===== src/rtl/nibble_serial_add_ctrl_if.sv =====
// rtl/nibble_serial_add_ctrl_if.sv - requester handshake and adder-slice signals for nibble_serial_add_ctrl
interface nibble_serial_add_ctrl_if #(
    parameter int WIDTH = 16
);
    logic             start;
    logic [WIDTH-1:0] a;
    logic [WIDTH-1:0] b;
    logic             cin;
    logic             ready;
    logic             done;
    logic [WIDTH-1:0] sum;
    logic             cout;
    logic [3:0]       add_x;
    logic [3:0]       add_y;
    logic             add_z;
    logic [3:0]       add_s;
    logic             add_co;

    modport master (
        output start, a, b, cin, add_s, add_co,
        input  ready, done, sum, cout, add_x, add_y, add_z
    );

    modport slave (
        input  start, a, b, cin, add_s, add_co,
        output ready, done, sum, cout, add_x, add_y, add_z
    );
endinterface


===== src/rtl/nibble_serial_add_ctrl.sv =====
// rtl/nibble_serial_add_ctrl.sv - WIDTH-bit a+b+cin computed one nibble per cycle on a shared 4-bit adder slice
module nibble_serial_add_ctrl #(
    parameter int WIDTH = 16
) (
    input logic                     clk,
    input logic                     rst_n,
    nibble_serial_add_ctrl_if.slave bus
);
    localparam int NIBBLES = WIDTH / 4;
    localparam int CW      = (NIBBLES > 1) ? $clog2(NIBBLES) : 1;
    localparam logic [CW-1:0] LAST = CW'(NIBBLES - 1);

    generate
        if ((WIDTH % 4) != 0 || WIDTH < 4) begin : g_bad_width
            $error("nibble_serial_add_ctrl: WIDTH must be a multiple of 4 and >= 4");
        end
    endgenerate

    typedef enum logic [1:0] {IDLE, RUN, DONE} state_t;

    state_t           state;
    logic [WIDTH-1:0] a_reg;
    logic [WIDTH-1:0] b_reg;
    logic [WIDTH-1:0] sum_reg;
    logic             carry;
    logic             cout_reg;
    logic             ready_reg;
    logic             done_reg;
    logic [CW-1:0]    cnt;

    always_ff @(posedge clk or negedge rst_n) begin
        if (!rst_n) begin
            state     <= IDLE;
            a_reg     <= '0;
            b_reg     <= '0;
            sum_reg   <= '0;
            carry     <= 1'b0;
            cout_reg  <= 1'b0;
            ready_reg <= 1'b1;
            done_reg  <= 1'b0;
            cnt       <= '0;
        end else begin
            case (state)
                IDLE: begin
                    if (bus.start) begin
                        a_reg     <= bus.a;
                        b_reg     <= bus.b;
                        carry     <= bus.cin;
                        cnt       <= '0;
                        sum_reg   <= '0;
                        ready_reg <= 1'b0;
                        state     <= RUN;
                    end
                end
                RUN: begin
                    // Operands shift down so the live nibble is always at [3:0].
                    sum_reg[int'(cnt)*4 +: 4] <= bus.add_s;
                    carry <= bus.add_co;
                    a_reg <= a_reg >> 4;
                    b_reg <= b_reg >> 4;
                    cnt   <= cnt + 1'b1;
                    if (cnt == LAST) begin
                        cout_reg <= bus.add_co;
                        done_reg <= 1'b1;
                        state    <= DONE;
                    end
                end
                DONE: begin
                    done_reg  <= 1'b0;
                    ready_reg <= 1'b1;
                    state     <= IDLE;
                end
                default: begin
                    done_reg  <= 1'b0;
                    ready_reg <= 1'b1;
                    state     <= IDLE;
                end
            endcase
        end
    end

    assign bus.ready = ready_reg;
    assign bus.done  = done_reg;
    assign bus.sum   = sum_reg;
    assign bus.cout  = cout_reg;
    assign bus.add_x = (state == RUN) ? a_reg[3:0] : 4'd0;
    assign bus.add_y = (state == RUN) ? b_reg[3:0] : 4'd0;
    assign bus.add_z = (state == RUN) ? carry : 1'b0;
endmodule

===== src/flat_wrapper.sv =====
// flat-port wrapper written by rule: the top's interface ports become plain ports
module nibble_serial_add_ctrl_flat 
#(
    parameter int WIDTH = 16
)
  (clk, rst_n, bus_start, bus_a, bus_b, bus_cin, bus_add_s, bus_add_co, bus_ready, bus_done, bus_sum, bus_cout, bus_add_x, bus_add_y, bus_add_z);
  nibble_serial_add_ctrl_if #(.WIDTH(WIDTH)) bus_i ();
  input logic clk;
  input logic rst_n;
  input wire logic [$bits(bus_i.start)-1:0] bus_start;
  input wire logic [$bits(bus_i.a)-1:0] bus_a;
  input wire logic [$bits(bus_i.b)-1:0] bus_b;
  input wire logic [$bits(bus_i.cin)-1:0] bus_cin;
  input wire logic [$bits(bus_i.add_s)-1:0] bus_add_s;
  input wire logic [$bits(bus_i.add_co)-1:0] bus_add_co;
  output wire logic [$bits(bus_i.ready)-1:0] bus_ready;
  output wire logic [$bits(bus_i.done)-1:0] bus_done;
  output wire logic [$bits(bus_i.sum)-1:0] bus_sum;
  output wire logic [$bits(bus_i.cout)-1:0] bus_cout;
  output wire logic [$bits(bus_i.add_x)-1:0] bus_add_x;
  output wire logic [$bits(bus_i.add_y)-1:0] bus_add_y;
  output wire logic [$bits(bus_i.add_z)-1:0] bus_add_z;
  assign bus_i.start = bus_start;
  assign bus_i.a = bus_a;
  assign bus_i.b = bus_b;
  assign bus_i.cin = bus_cin;
  assign bus_i.add_s = bus_add_s;
  assign bus_i.add_co = bus_add_co;
  assign bus_ready = bus_i.ready;
  assign bus_done = bus_i.done;
  assign bus_sum = bus_i.sum;
  assign bus_cout = bus_i.cout;
  assign bus_add_x = bus_i.add_x;
  assign bus_add_y = bus_i.add_y;
  assign bus_add_z = bus_i.add_z;
  nibble_serial_add_ctrl #(.WIDTH(WIDTH)) u_core (.clk(clk), .rst_n(rst_n), .bus(bus_i));
endmodule

===== config.mk =====
export PLATFORM = sky130hd
export DESIGN_NAME = nibble_serial_add_ctrl_flat
export DESIGN_NICKNAME = d
export VERILOG_FILES = /design/src/rtl/nibble_serial_add_ctrl_if.sv /design/src/rtl/nibble_serial_add_ctrl.sv /design/src/flat_wrapper.sv
export SDC_FILE = /design/constraint.sdc
export NUM_CORES = 1
export LEC_CHECK = 0
export BUFFER_PORTS_ARGS = -buffer_cell sky130_fd_sc_hd__buf_2
export CAP_MARGIN = 20
export CORE_MARGIN = 2
export CORE_UTILIZATION = 30
export CTS_CLUSTER_DIAMETER = 100
export CTS_CLUSTER_SIZE = 14
export DETAILED_ROUTE_END_ITERATION = 7
export GPL_TIMING_DRIVEN = 0
export PLACE_DENSITY_LB_ADDON = 0.15
export SYNTH_ARGS = -nofsm -noshare
export SYNTH_HDL_FRONTEND = slang
export SYNTH_SLANG_ARGS = --single-unit

===== constraint.sdc =====
create_clock -name clk -period 1.5 [get_ports clk]
set_input_delay 0.075 -clock clk [delete_from_list [all_inputs] [get_ports clk]]
set_output_delay 0.075 -clock clk [all_outputs]
set_load 0.02 [all_outputs]

==> impl_metrics.yaml <==
status:
  status: "complete, but fails checks"
  violations: "negative setup slack"
route:
  remaining_drc_errors: 0
  wire_per_inst_um: 15.1
  num_vias: 2025
  vias_per_cell: 4.61
  postRouteAntennaNets: 0
  routed_wl_mm: 6.64
  drt_first_pass_iters: 4
  drtIter0Drc: 95
placement:
  dp_slack_ns: -0.117
  dp_cells: 417
  gp_congestion: 0.718
  dp_hpwl_mm: 4.68
  numPortBuffers: 68
setup_path:
  r2r_slack_ns: 0.05
  crit_family: "buffers and inverters"
  crit_slowest_cell: "dfrtp_1"
  crit_path_start_kind: "flip-flop"
  worst-path-buf-inv: 4
  rr_worst_depth: 4
  worst_ep_arrival_time_ns: 1.45
  path_cells: "buf_6 > nor2b_4 > buf_12 > buf_8 > and2_4 > buf_6"
  setup.worst_path.class: "reg -> out"
  worst_path_largest_cell_delay_ns: 0.39
  cpMostUsedCell: "buf_6"
  cp_max_fo: 5
  r2r-end: "u_core.bus.sum[1]"
  end_kind: "output pin"
  required_ns: 1.42
  reg2reg_from: "u_core.cnt[1]"
cells_and_area:
  final_common_cell: "buf_2"
  syn_to_final_growth_pct: 33.5
  final_layout_size_suffix_gt1_share_pct: 40.5
  n_fill_cell: 886
  stdcell_count: 439
  antennaDiodeCount: 0
  fin_nets: 377
  layout_common_cells: "buf_2, dfrtp_1, nand2_1, mux2i_1, o21ai_1"
  final_util_pct: 41.2
sta:
  finalSetupTns_ns: -0.166
  finClkSkew_ns: 0.00675
  fin_crit_ns: 1.52
  finalHoldViolCount: 0
  finalSetupViolations: 9
  period_share_pct: 102
  max_freq_mhz: 656
  postLayoutSetupSlackWorst_ns: -0.0246
  maxSlewViolCount: 0
  worst_pin_slew_ns: 0.725
  rsz0062_at_grt: "yes"
  relSlewSlack_pct: 51.7
worst_hold_path:
  min_from: "bus_add_co"
  hold_path_end: "u_core.bus.cout"
  hold_path_class: "in -> reg"
  min_path_cells: 2
yosys:
  yosys.area.top_type: "dfrtp_1"
  async_flop_share_pct: 100
  synth_top_area_share_pct: 51.4
  avgSynthCellArea_um2: 11.2
  synth_nets: 287
  ys.flop_type: "dfrtp_1"
  ys_types: 31
  yosysWarnings: 0
  synth_edf_count: 0
  synth-seq-cells: 56
  syn_area_um2: 2680
  seq_area_frac_synth_pct: 52.4
  syn_inst: 240
  ys_top_cells_by_area: "dfrtp_1, mux2i_1, a22o_1"
run:
  maxCapViolCount: 0
global_routing:
  antenna_found_initial: 0
  grt_max_degree: 32
  grt_pass1_vias: 2036
  grt_usage_pct: 14.1
  grt_first_pass_wirelength_mm: 10.8
  overflow: 0
power_and_ir_drop:
  leakagePower_uw: 0.00180
  irDropWorstVdd_uv: 582
  p_total_uw: 7900
  power_density_nw_per_um2: 2210
floorplanning:
  start_util_pct: 30.8
  die_y_um: 98.5
  die-area_um2: 9690
  rows: 34
  die_x_um: 98.5
  core_area_um2: 8680
  io_pins: 69
clock_tree:
  path_clk_slew_ns: 0.11
  cts_buffer_depth: 2
  tritoncts: "yes"
  cts_root_buffer: "clkbuf_8"
  clk_latency_ns: 0.31
  htreeDepth: 2
  clock_sinks: 56
  numCtsBuffers: 5
[routing by layer]
metal / global-route usage [%] / vias up / share of wire [%]
li1: - / 1011 / -
met4: 4.43 / 0 / 1.4
met1: 20.7 / 966 / 49
met2: 21.0 / 42 / 46
met3: 2.84 / 6 / 3.9
met5: 0 / - / 0
[stage by stage]
stage / instance area, um^2 / hold slack (ns)
6_report: 3570 / 0.00852
3_3_place_gp: 3170 / 0.335
5_1_grt: 3570 / 0.00338
3_5_place_dp: 3190 / 0.178
4_1_cts: 3480 / 0.00519
2_1_floorplan: 2690 / -0.221
[synthesized netlist by cell type, drive strengths merged (2+ instances only)]
library cell	n
dfrtp	55
nor2b	10
nor2	2
nand2b	2
a21o	5
and2	10
a22o	17
inv	2
clkbuf	4
nand2	39
mux2i	25
ha	6
o21ai	34
a21oi	10
buf	11
[worst max-delay path by stage]
| stage | startpoint | endpoint | slack [ns] | depth (start not counted) |
|---|---|---|---|---|
| after floorplan | u_core.cnt[0] | u_core.bus.sum[0] | 0.05 | 4 |
| after global placement | u_core.cnt[0] | u_core.bus.sum[3] | -0.08 | 4 |
| after detailed placement | u_core.cnt[0] | u_core.bus.sum[1] | -0.12 | 4 |
| after CTS | u_core.state[0] | bus_add_x[2] | -0.03 | 6 |
| after global routing | u_core.state[0] | bus_add_x[1] | -0.07 | 6 |
| final | u_core.state[0] | bus_add_x[2] | -0.02 | 6 |
[power by group]
group / switching (uW) / leakage, uW / total [uW] / internal, uW
sequential: 335 / 0.000725 / 2450 / 2120
clock: 527 / 0.0000516 / 907 / 380
combinational: 2240 / 0.00102 / 4540 / 2300
total: 3100 / 0.00180 / 7900 / 4800
[area by class of cell]
type	count	area (um^2)	share of cell area (%)
plain buffers	14	138	3.85
clock buffers	6	82.6	2.31
clock inverters	2	13.8	0.385
inverters	2	7.51	0.210
multi-input cells	167	1210	34.0
flip-flops and latches	56	1410	39.3
well taps	108	135	3.78
repair buffers	84	577	16.1
[repair_timing]
| item | 4_1_cts | 5_1_grt |
|---|---|---|
| hold buffers | 1 | 0 |
| setup buffers | 8 | 4 |
| hold endpoints to repair | 29 | 0 |
| endpoints found under the setup margin | 35 | 56 |
| gates cloned | 1 | 1 |
| pin swaps | 10 | 5 |
| resized for setup | 36 | 19 |
[cells by family (layout without fill, tap and decap cells)]
| family | count (synthesis) | count (layout) | share of synthesized area, % |
|---|---|---|---|
| AOI/OAI and AO/OA | 67 | 67 | 15.6 |
| adders and majority gates | 6 | 6 | 2.80 |
| buffers and inverters | 17 | 108 | 4.96 |
| DFF | 56 | 56 | 52.4 |
| muxes | 26 | 26 | 9.91 |
| and+or+nand+nor | 68 | 68 | 14.3 |
(Power assumes the default switching activity.)
